[src/rtl/nes_rom_dumper_pkg.sv]
// Shared types and constants for the iNES ROM dump path.
package nes_dump_pkg;

    localparam int unsigned ADDR_W         = 22;
    localparam int unsigned HDR_LEN        = 16;
    localparam int unsigned PRG_PAGE_SHIFT = 14;
    localparam int unsigned CHR_PAGE_SHIFT = 13;
    localparam int unsigned MAX_PRG_PAGES  = 128;
    localparam int unsigned MAX_CHR_PAGES  = 64;

    // "NES\x1A", element 0 is the first byte on the wire
    localparam logic [3:0][7:0] INES_MAGIC = {8'h1A, 8'h53, 8'h45, 8'h4E};

    typedef enum logic [2:0] {
        S_IDLE,
        S_HEADER,
        S_READ,
        S_WAIT,
        S_SEND,
        S_DONE,
        S_ERROR
    } dump_state_t;

    typedef enum logic {
        SEC_PRG,
        SEC_CHR
    } dump_section_t;

    typedef struct packed {
        logic [7:0] prg_pages;
        logic [7:0] chr_pages;
        logic [7:0] mapper;
        logic       mirroring;
        logic       has_saves;
        logic       four_screen;
    } ines_attr_t;

    // Sizes the dumper refuses to stream
    function automatic logic attr_invalid(input ines_attr_t a);
        return (a.prg_pages == 8'd0) ||
               (a.prg_pages > 8'(MAX_PRG_PAGES)) ||
               (a.chr_pages > 8'(MAX_CHR_PAGES));
    endfunction

endpackage

[src/rtl/nes_rom_dumper_if.sv]
// SDRAM read port plus upload byte stream seen by the ROM dumper.
interface nes_rom_dumper_if;
    import nes_dump_pkg::*;

    logic [ADDR_W-1:0] mem_addr;
    logic              mem_rd;
    logic              mem_ack;
    logic [7:0]        mem_data;
    logic [7:0]        out_data;
    logic              out_valid;
    logic              out_ready;

    modport master (
        output mem_addr, mem_rd, out_data, out_valid,
        input  mem_ack, mem_data, out_ready
    );

    modport slave (
        input  mem_addr, mem_rd, out_data, out_valid,
        output mem_ack, mem_data, out_ready
    );

endinterface

[src/rtl/nes_rom_dumper_header.sv]
// Combinational iNES 1.0 header byte selected by index from latched attributes.
module ines_header_gen
    import nes_dump_pkg::*;
(
    input  ines_attr_t i_attr,
    input  logic [3:0] i_idx,
    output logic [7:0] o_byte_c
);

    always_comb begin
        o_byte_c = 8'h00;
        case (i_idx)
            4'd0, 4'd1, 4'd2, 4'd3: o_byte_c = INES_MAGIC[i_idx[1:0]];
            4'd4: o_byte_c = i_attr.prg_pages;
            4'd5: o_byte_c = i_attr.chr_pages;
            4'd6: o_byte_c = {i_attr.mapper[3:0], i_attr.four_screen, 1'b0,
                              i_attr.has_saves, i_attr.mirroring};
            4'd7: o_byte_c = {i_attr.mapper[7:4], 4'h0};
            default: o_byte_c = 8'h00;
        endcase
    end

endmodule

[src/rtl/nes_rom_dumper.sv]
// Streams header, PRG and CHR out of SDRAM as an iNES image, one byte in flight.
module nes_rom_dumper
    import nes_dump_pkg::*;
#(
    parameter logic [ADDR_W-1:0] PRG_BASE    = 22'h000000,
    parameter logic [ADDR_W-1:0] CHR_BASE    = 22'h200000,
    parameter int unsigned       ACK_TIMEOUT = 255,
    parameter int unsigned       PRG_SHIFT   = PRG_PAGE_SHIFT,
    parameter int unsigned       CHR_SHIFT   = CHR_PAGE_SHIFT
) (
    input  logic                    clk,
    input  logic                    reset,
    input  logic                    i_start,
    input  logic [7:0]              i_prg_pages,
    input  logic [7:0]              i_chr_pages,
    input  logic [7:0]              i_mapper,
    input  logic                    i_mirroring,
    input  logic                    i_has_saves,
    input  logic                    i_four_screen,
    nes_rom_dumper_if.master        bus,
    output logic                    o_busy,
    output logic                    o_done,
    output logic                    o_error
);

    dump_state_t       r_state;
    dump_section_t     r_section;
    ines_attr_t        r_attr;
    logic [3:0]        r_hdr_idx;
    logic [ADDR_W-1:0] r_bytes_left;
    logic [ADDR_W-1:0] r_mem_addr;
    logic [7:0]        r_to_cnt;
    logic [7:0]        r_out_data;
    logic              r_mem_rd;
    logic              r_out_valid;
    logic              r_busy;
    logic              r_done;
    logic              r_error;

    ines_attr_t        w_new_attr;
    logic [7:0]        w_hdr_byte;
    logic              w_xfer;

    assign w_new_attr = '{prg_pages:   i_prg_pages,
                          chr_pages:   i_chr_pages,
                          mapper:      i_mapper,
                          mirroring:   i_mirroring,
                          has_saves:   i_has_saves,
                          four_screen: i_four_screen};

    assign w_xfer = r_out_valid && bus.out_ready;

    ines_header_gen u_hdr (
        .i_attr   (r_attr),
        .i_idx    (r_hdr_idx),
        .o_byte_c (w_hdr_byte)
    );

    always_ff @(posedge clk) begin
        if (reset) begin
            r_state      <= S_IDLE;
            r_section    <= SEC_PRG;
            r_attr       <= '0;
            r_hdr_idx    <= 4'd0;
            r_bytes_left <= '0;
            r_mem_addr   <= '0;
            r_to_cnt     <= 8'd0;
            r_out_data   <= 8'h00;
            r_mem_rd     <= 1'b0;
            r_out_valid  <= 1'b0;
            r_busy       <= 1'b0;
            r_done       <= 1'b0;
            r_error      <= 1'b0;
        end else begin
            r_mem_rd <= 1'b0;
            case (r_state)
                S_IDLE: begin
                    if (i_start) begin
                        r_attr    <= w_new_attr;
                        r_done    <= 1'b0;
                        r_error   <= 1'b0;
                        r_busy    <= 1'b1;
                        r_hdr_idx <= 4'd0;
                        r_state   <= attr_invalid(w_new_attr) ? S_ERROR : S_HEADER;
                    end
                end
                // Two cycles per header byte: load the output register, then hand it off
                S_HEADER: begin
                    if (!r_out_valid) begin
                        r_out_data  <= w_hdr_byte;
                        r_out_valid <= 1'b1;
                    end else if (bus.out_ready) begin
                        r_out_valid <= 1'b0;
                        r_hdr_idx   <= r_hdr_idx + 4'd1;
                        if (r_hdr_idx == 4'(HDR_LEN - 1)) begin
                            r_section    <= SEC_PRG;
                            r_mem_addr   <= PRG_BASE;
                            r_bytes_left <= ADDR_W'(r_attr.prg_pages) << PRG_SHIFT;
                            r_state      <= S_READ;
                        end
                    end
                end
                S_READ: begin
                    r_mem_rd <= 1'b1;
                    r_to_cnt <= 8'd0;
                    r_state  <= S_WAIT;
                end
                // An ack on the final counted cycle still wins over the timeout
                S_WAIT: begin
                    r_to_cnt <= r_to_cnt + 8'd1;
                    if (bus.mem_ack) begin
                        r_out_data  <= bus.mem_data;
                        r_out_valid <= 1'b1;
                        r_state     <= S_SEND;
                    end else if (r_to_cnt == 8'(ACK_TIMEOUT - 1)) begin
                        r_state <= S_ERROR;
                    end
                end
                S_SEND: begin
                    if (w_xfer) begin
                        r_out_valid  <= 1'b0;
                        r_mem_addr   <= r_mem_addr + ADDR_W'(1);
                        r_bytes_left <= r_bytes_left - ADDR_W'(1);
                        if (r_bytes_left != ADDR_W'(1)) begin
                            r_state <= S_READ;
                        end else if (r_section == SEC_PRG && r_attr.chr_pages != 8'd0) begin
                            r_section    <= SEC_CHR;
                            r_mem_addr   <= CHR_BASE;
                            r_bytes_left <= ADDR_W'(r_attr.chr_pages) << CHR_SHIFT;
                            r_state      <= S_READ;
                        end else begin
                            r_state <= S_DONE;
                        end
                    end
                end
                S_DONE: begin
                    r_done  <= 1'b1;
                    r_busy  <= 1'b0;
                    r_state <= S_IDLE;
                end
                S_ERROR: begin
                    r_error     <= 1'b1;
                    r_done      <= 1'b1;
                    r_busy      <= 1'b0;
                    r_out_valid <= 1'b0;
                    r_state     <= S_IDLE;
                end
                default: r_state <= S_IDLE;
            endcase
        end
    end

    assign bus.mem_addr  = r_mem_addr;
    assign bus.mem_rd    = r_mem_rd;
    assign bus.out_data  = r_out_data;
    assign bus.out_valid = r_out_valid;
    assign o_busy        = r_busy;
    assign o_done        = r_done;
    assign o_error       = r_error;

endmodule

[src/flat_wrapper.sv]
// flat-port wrapper written by rule: the top's interface ports become plain ports
module nes_rom_dumper_flat import nes_dump_pkg::*;
#(
    parameter logic [ADDR_W-1:0] PRG_BASE    = 22'h000000,
    parameter logic [ADDR_W-1:0] CHR_BASE    = 22'h200000,
    parameter int unsigned       ACK_TIMEOUT = 255,
    parameter int unsigned       PRG_SHIFT   = PRG_PAGE_SHIFT,
    parameter int unsigned       CHR_SHIFT   = CHR_PAGE_SHIFT
)
  (clk, reset, i_start, i_prg_pages, i_chr_pages, i_mapper, i_mirroring, i_has_saves, i_four_screen, o_busy, o_done, o_error, bus_mem_addr, bus_mem_rd, bus_out_data, bus_out_valid, bus_mem_ack, bus_mem_data, bus_out_ready);
  nes_rom_dumper_if bus_i ();
  input  logic clk;
  input  logic reset;
  input  logic i_start;
  input  logic [7:0] i_prg_pages;
  input  logic [7:0] i_chr_pages;
  input  logic [7:0] i_mapper;
  input  logic i_mirroring;
  input  logic i_has_saves;
  input  logic i_four_screen;
  output logic o_busy;
  output logic o_done;
  output logic o_error;
  output wire logic [$bits(bus_i.mem_addr)-1:0] bus_mem_addr;
  output wire logic [$bits(bus_i.mem_rd)-1:0] bus_mem_rd;
  output wire logic [$bits(bus_i.out_data)-1:0] bus_out_data;
  output wire logic [$bits(bus_i.out_valid)-1:0] bus_out_valid;
  input wire logic [$bits(bus_i.mem_ack)-1:0] bus_mem_ack;
  input wire logic [$bits(bus_i.mem_data)-1:0] bus_mem_data;
  input wire logic [$bits(bus_i.out_ready)-1:0] bus_out_ready;
  assign bus_mem_addr = bus_i.mem_addr;
  assign bus_mem_rd = bus_i.mem_rd;
  assign bus_out_data = bus_i.out_data;
  assign bus_out_valid = bus_i.out_valid;
  assign bus_i.mem_ack = bus_mem_ack;
  assign bus_i.mem_data = bus_mem_data;
  assign bus_i.out_ready = bus_out_ready;
  nes_rom_dumper #(.PRG_BASE(PRG_BASE), .CHR_BASE(CHR_BASE), .ACK_TIMEOUT(ACK_TIMEOUT), .PRG_SHIFT(PRG_SHIFT), .CHR_SHIFT(CHR_SHIFT)) u_core (.clk(clk), .reset(reset), .i_start(i_start), .i_prg_pages(i_prg_pages), .i_chr_pages(i_chr_pages), .i_mapper(i_mapper), .i_mirroring(i_mirroring), .i_has_saves(i_has_saves), .i_four_screen(i_four_screen), .bus(bus_i), .o_busy(o_busy), .o_done(o_done), .o_error(o_error));
endmodule
[config.mk]
export PLATFORM = sky130hd
export DESIGN_NAME = nes_rom_dumper_flat
export DESIGN_NICKNAME = d
export VERILOG_FILES = /design/src/rtl/nes_rom_dumper_pkg.sv /design/src/rtl/nes_rom_dumper_if.sv /design/src/rtl/nes_rom_dumper_header.sv /design/src/rtl/nes_rom_dumper.sv /design/src/flat_wrapper.sv
export SDC_FILE = /design/constraint.sdc
export NUM_CORES = 1
export LEC_CHECK = 0
export CAP_MARGIN = 20
export CORE_ASPECT_RATIO = 1.2
export CORE_MARGIN = 2
export CORE_UTILIZATION = 40
export DETAILED_ROUTE_END_ITERATION = 16
export DONT_BUFFER_PORTS = 1
export REMOVE_ABC_BUFFERS = 1
export SETUP_SLACK_MARGIN = 0.15
export SYNTH_ARGS = -nofsm -noshare
export SYNTH_HDL_FRONTEND = slang
export SYNTH_SLANG_ARGS = --single-unit
export TNS_END_PERCENT = 30
[constraint.sdc]
create_clock -name clk -period 3.2 [get_ports clk]
set_clock_uncertainty 0.1 [all_clocks]
set_input_delay 0.48 -clock clk [delete_from_list [all_inputs] [get_ports clk]]
set_output_delay 0.48 -clock clk [all_outputs]
set_load 0.1 [all_outputs]
[Yosys cells after proc, flatten, opt, wreduce, memory -nomap -nowiden]
Index checks and enable logic that the tools add are counted.
Storage, ports and cells
  bits in registers: 100
  latch bits: 0
  memory bits (writable): 0
  bits in read-only memories: 0
  input port bits: 40
  output and inout port bits: 35
  word-level logic and storage cells: 132
  memories: 0
Operators by class
  add/subtract/negate cells: 4
  multiply operators: 0
  div/mod/pow operators: 0
  $lt $le $gt $ge: 3
  equal/unequal tests: 26
  shifts and indexed selects: 0
  multiplexer cells: 54
  bitwise operators: 1
  reductions and logical operators: 26
Operator list (number)
  $mux 22: 12
  $pmux 22 s2: 2
  $pmux 8 s5: 1
  $pmux 8 s2: 2
  $mux 3: 10
  $mux 8: 3
  $add 22x1->22 const B: 1
  $ne 22x1->1 const B: 1
  $sub 22x1->22 const B: 1
  $bmux 8 s2: 1
  $eq 4x3->1 const B: 4
  $pmux 3 s5: 1
  $mux 1: 13
  $mux 4: 3
  $reduce_bool 2->1: 6
  $ne 2x2->1 const B: 5
  $eq 3x3->1 const B: 3
  $add 8x1->8 const B: 1
  $eq 4x2->1 const B: 2
  $eq 8x8->1 const B: 1
  $gt 8x7->1 const B: 1
  $gt 8x8->1 const B: 1
  $logic_not 8->1: 1
  $ne 2x1->1 const B: 4
  25 further kinds: 34

[Logic depth before layout (Yosys ltp)]
  word-level depth: 6
  depth in mapped cells: 9
  mapped depth without buffers: 7

[Cells and area by module]
Synthesis repeated with hierarchy kept, for this count alone.
Unflattened totals
  cells, all modules: 665
  area, all modules: 5366.4 µm²
By module, submodules not included
  nes_rom_dumper: instances 1, cells each 629, area an instance 5088.6 µm², seq. area each 2001.9 µm²
  ines_header_gen: instances 1, cells each 36, area an instance 277.8 µm², seq. area each 0.0 µm²

[Worst setup path before layout]
OpenSTA, ideal clock, no wires.
  path type: register -> register
  start: register u_core.r_mem_addr[3], in the netlist u_core.bus.mem_addr[3]
  end: register u_core.r_mem_addr[21], in the netlist u_core.bus.mem_addr[21]
  setup time: 0.119 ns
  data arrival time: 2.875 ns
  data required time: 2.981 ns
  path slack: 0.105 ns
  cell stages (with the launch flop): 7
  buffers on the path: 1
  clock period less this slack: 3.095 ns
  cell sequence: dfxtp_1 nand4_1 or3_1 buf_2 or4_1 o31a_1 o221a_2
Between the ends
  cells in the longest elaborated chain, start to end: 5
Ends and longest elaborated chain
  start, declared: RTL line nes_rom_dumper.sv:31  | logic [ADDR_W-1:0] r_mem_addr;
  start signal, assigned: RTL line nes_rom_dumper.sv:122  | r_mem_addr <= r_mem_addr + ADDR_W'(1);
  $add 22x1->22 *: RTL line nes_rom_dumper.sv:122
  $mux 22: RTL line nes_rom_dumper.sv:126  | end else if (r_section == SEC_PRG && r_attr.chr_pages != 8'd0) begin
  $mux 22 *: RTL line nes_rom_dumper.sv:124  | if (r_bytes_left != ADDR_W'(1)) begin
  $mux 22 *: RTL line nes_rom_dumper.sv:120  | if (w_xfer) begin
  $pmux 22 s2 *: RTL line nes_rom_dumper.sv:76  | case (r_state)
Every way passes the cells marked *; elsewhere a longest branch is shown, timed or not. The select of a mux whose other input is x is not followed.
A chain may end at the register's enable or synchronous reset.

[Worst setup path after layout]
  start: register u_core.r_hdr_idx[0]
  end: register u_core.r_mem_addr[17], in the netlist u_core.bus.mem_addr[17]
Between the ends
  cells in the longest elaborated chain, start to end: 3
Ends and longest elaborated chain
  start, declared: RTL line nes_rom_dumper.sv:29  | logic [3:0] r_hdr_idx;
  start signal, assigned: RTL line nes_rom_dumper.sv:94  | r_hdr_idx <= r_hdr_idx + 4'd1;
  $eq 4x4->1: RTL line nes_rom_dumper.sv:95  | if (r_hdr_idx == 4'(HDR_LEN - 1)) begin
  $ne 2x1->1 (no source line)
  $reduce_and 5->1 (no source line)
No other way between the ends.

==> out/qor.txt <==
Run status = completed
P&R area growth vs syn = 11.4%
Resize count post-CTS = 0
Fmax = 0.364 GHz
Peak VDD IR = 421 uV
DIE HEIGHT = 129 um
Drt total wl = 13800 um
Synth cell types = 64
Reg2Reg Setup Slack = 450 ps
Clock share of power = 30.2%
CP endpoint kind = register
Grt ovf = 0
EDFF count, synth = 0
Slowest stage cell, crit path = or4_1
Area post-placement = 5530 um2
Sequential power share = 47.3%
Non-Filler Instances = 817
Routed length per instance = 16.9 um
Critical path buffers and inverters = 0
Switch share = 37.4%
Worst setup path start = u_core.r_hdr_idx[0]
Num CTS Buffers = 9
Clk buf depth = 2
CP max FO = 9
HP Class = in2reg
CTS root buf = clkbuf_16
Internal power = 2.33 mW
Final hold viol count = 0
CTS sink cnt = 100
Initial antenna violation count = 0
Antenna fix cells = 0
Die area = 14100 um2
Worst path cell trace = ha_1, nand2b_1, or4_1, a2111oi_0, xor2_1, nor2b_1
Syn. warnings = 0
Worst Tran Pin Value = 1030 ps
Drt first pass iters = 5
Synth Flop Type = dfxtp_1
Post-route setup slack = 452 ps
Mapped cell area = 5250 um2
Crit path largest cell delay = 640 ps
DP HPWL = 9900 um
DRC = 0
Syn Inst Count = 647
#FFs+latches synth = 100
Area of the multi-input gates = 3000 um2
Dpl ws = 433 ps
Reg clk slew, reported paths = 70 ps
Dpl cells = 801
Fill cells = 1291
Row cnt = 45
Leakage = 2.02 nW
Core Region = 12700 um2
Setup violations, final = 0
Post-CTS setup buffers = 0
Vias per cell = 5.79
Number of global-route vias before repair = 4608
GRT Util Overall = 20.6%
Vias = 4728
Clk_lat worst skew = 350 ps
Req. time, crit path = 3320 ps
Period utilization = 85.9%
Nets = 697
Final setup TNS = 0 ps
Worst slew margin = 31.3%
Comb power frac = 22.6%
H-tree levels = 3
Hold buffers post-CTS = 0
First-pass GRT wire length = 23100 um
Die extent in x = 109 um
Ys async rst share = 0%
Crit path time final = 2750 ps
HP Start = reset
Mean Syn Cell Area = 8.11 um2
Final Util = 45.9%
Sequential area share after synthesis = 38.2%
RSZ-0062 raised after global routing = false
Max-cap violation count = 0
NetSw = 1.39 mW
Top Family by Delay on Critical Path = simple AND/OR/NAND/NOR gates
Critical R2R Launch = u_core.r_hdr_idx[0]
DR iter-0 viols = 338
Critical Path Source Type = register
Cell area after layout = 5840 um2
Gpl congestion = 0.824
FF+latch area = 2000 um2
Initial Utilization = 41.2%
PD cells = 637 nW/um2
Arrival @ worst endpoint = 2870 ps
PortBufs = 0
Crit Path Category = reg2reg
Io pins = 75
Pins Over Slew Limit = 0
Largest net degree at the start of global routing = 68
DRT antenna net count = 0
Share of cells above drive strength 1 = 12.3%
CTS tree = yes
## cells in the mapped netlist, drive strengths merged, types with 3 or more instances
library cell	number	area [um2]
xnor2	24	210
a2111oi	12	143
a32oi	3	26.3
a211oi	18	135
xor2	12	105
nor2	68	255
or4	15	116
or2	5	31.3
buf	12	57.6
a21o	4	30.0
or3	7	43.8
o31a	3	26.3
ha	9	113
mux2i	3	30.0
o31ai	4	30.0
a22oi	13	103
nor4	16	140
nand2b	5	31.3
nand3	27	140
a222oi	3	30.0
o21ai	14	70.1
nand4	9	56.3
a311oi	3	26.3
or3b	3	26.3
dfxtp	100	2000
nand2	82	308
inv	19	71.3
nor3	20	100
clkbuf	32	120
o211ai	13	103
a21oi	55	275
## registers in the layout, summed over array words and instances (netlist names), 3 cells and up
| name | flops |
|---|---|
| u_core.r_to_cnt | 8 |
| u_core.r_bytes_left | 22 |
| u_core.r_hdr_idx | 4 |
| u_core.bus.mem_addr | 22 |
| u_core.r_state | 3 |
| u_core.r_attr | 27 |
| u_core.bus.out_data | 8 |
## per-layer routing
metal	wire, um	part of all wire, %	global-route usage, %	vias to the layer above
met2	6630	48	34.2	131
met4	301	2.2	7.54	0
met1	6020	44	26.0	2213
li1	-	-	-	2362
met5	0	0	0	-
met3	849	6.2	5.03	22
## cells by family after synthesis
kind of cell / Yosys count / share of synthesized area [%]
XOR/XNOR: 36 / 6.01
flip-flops: 100 / 38.2
AND/OR/NAND/NOR: 271 / 26.0
buffers and inverters: 63 / 4.75
multiplexers: 5 / 1.00
AO/OA/AOI/OAI: 163 / 21.9
adder cells (fa/ha/maj): 9 / 2.15
## placed cells by master, fill, tap and decap left out, types with 4 or more instances in the layout
cell / count
or3_1: 7
or2_2: 5
xor2_1: 12
or4_1: 14
xnor2_1: 24
nor4_1: 11
nand2b_1: 5
nor4_2: 4
a22oi_1: 12
ha_1: 9
o31ai_1: 4
nand3_1: 26
o21ai_0: 14
a2111oi_2: 6
buf_4: 34
nand2_1: 82
nor3_1: 20
a2111oi_0: 6
dfxtp_1: 100
nor2_1: 67
clkbuf_16: 9
o211ai_1: 12
a21o_1: 4
inv_1: 19
a211oi_1: 18
a21oi_1: 55
nand4_1: 9
## through the flow
step	total power, mW	hold WS [ps]
after floorplan	2.38	330
after global placement	2.61	342
after global routing	3.94	92.1
after CTS	3.75	90.0
after detailed placement	2.63	346
final	3.72	98.7
## layout make-up
type | instances | share of cell area (%)
Clock inverter | 5 | 1.03
Inverter | 19 | 1.22
Clock buffer | 11 | 4.32
Sequential cell | 100 | 34.3
Timing Repair Buffer | 34 | 4.37
Tap cell | 164 | 3.51
Multi-Input combinational cell | 484 | 51.3
## power groups by stage
stage	clock, mW	sequential, mW	combinational [mW]
2_1_floorplan	0	1.79	0.583
3_3_place_gp	0	1.79	0.829
3_5_place_dp	0	1.79	0.840
4_1_cts	1.14	1.76	0.845
5_1_grt	1.21	1.78	0.949
6_report	1.12	1.76	0.840
## final timing paths
path,end,cells past startpoint
worst max-delay path,u_core.bus.mem_addr[17],6
worst min-delay path,u_core.bus.out_data[0],1
worst max register to register,u_core.bus.mem_addr[17],6
worst min register to register,u_core.r_attr[5],2
No activity file was read; power rests on OpenSTA's default activity.
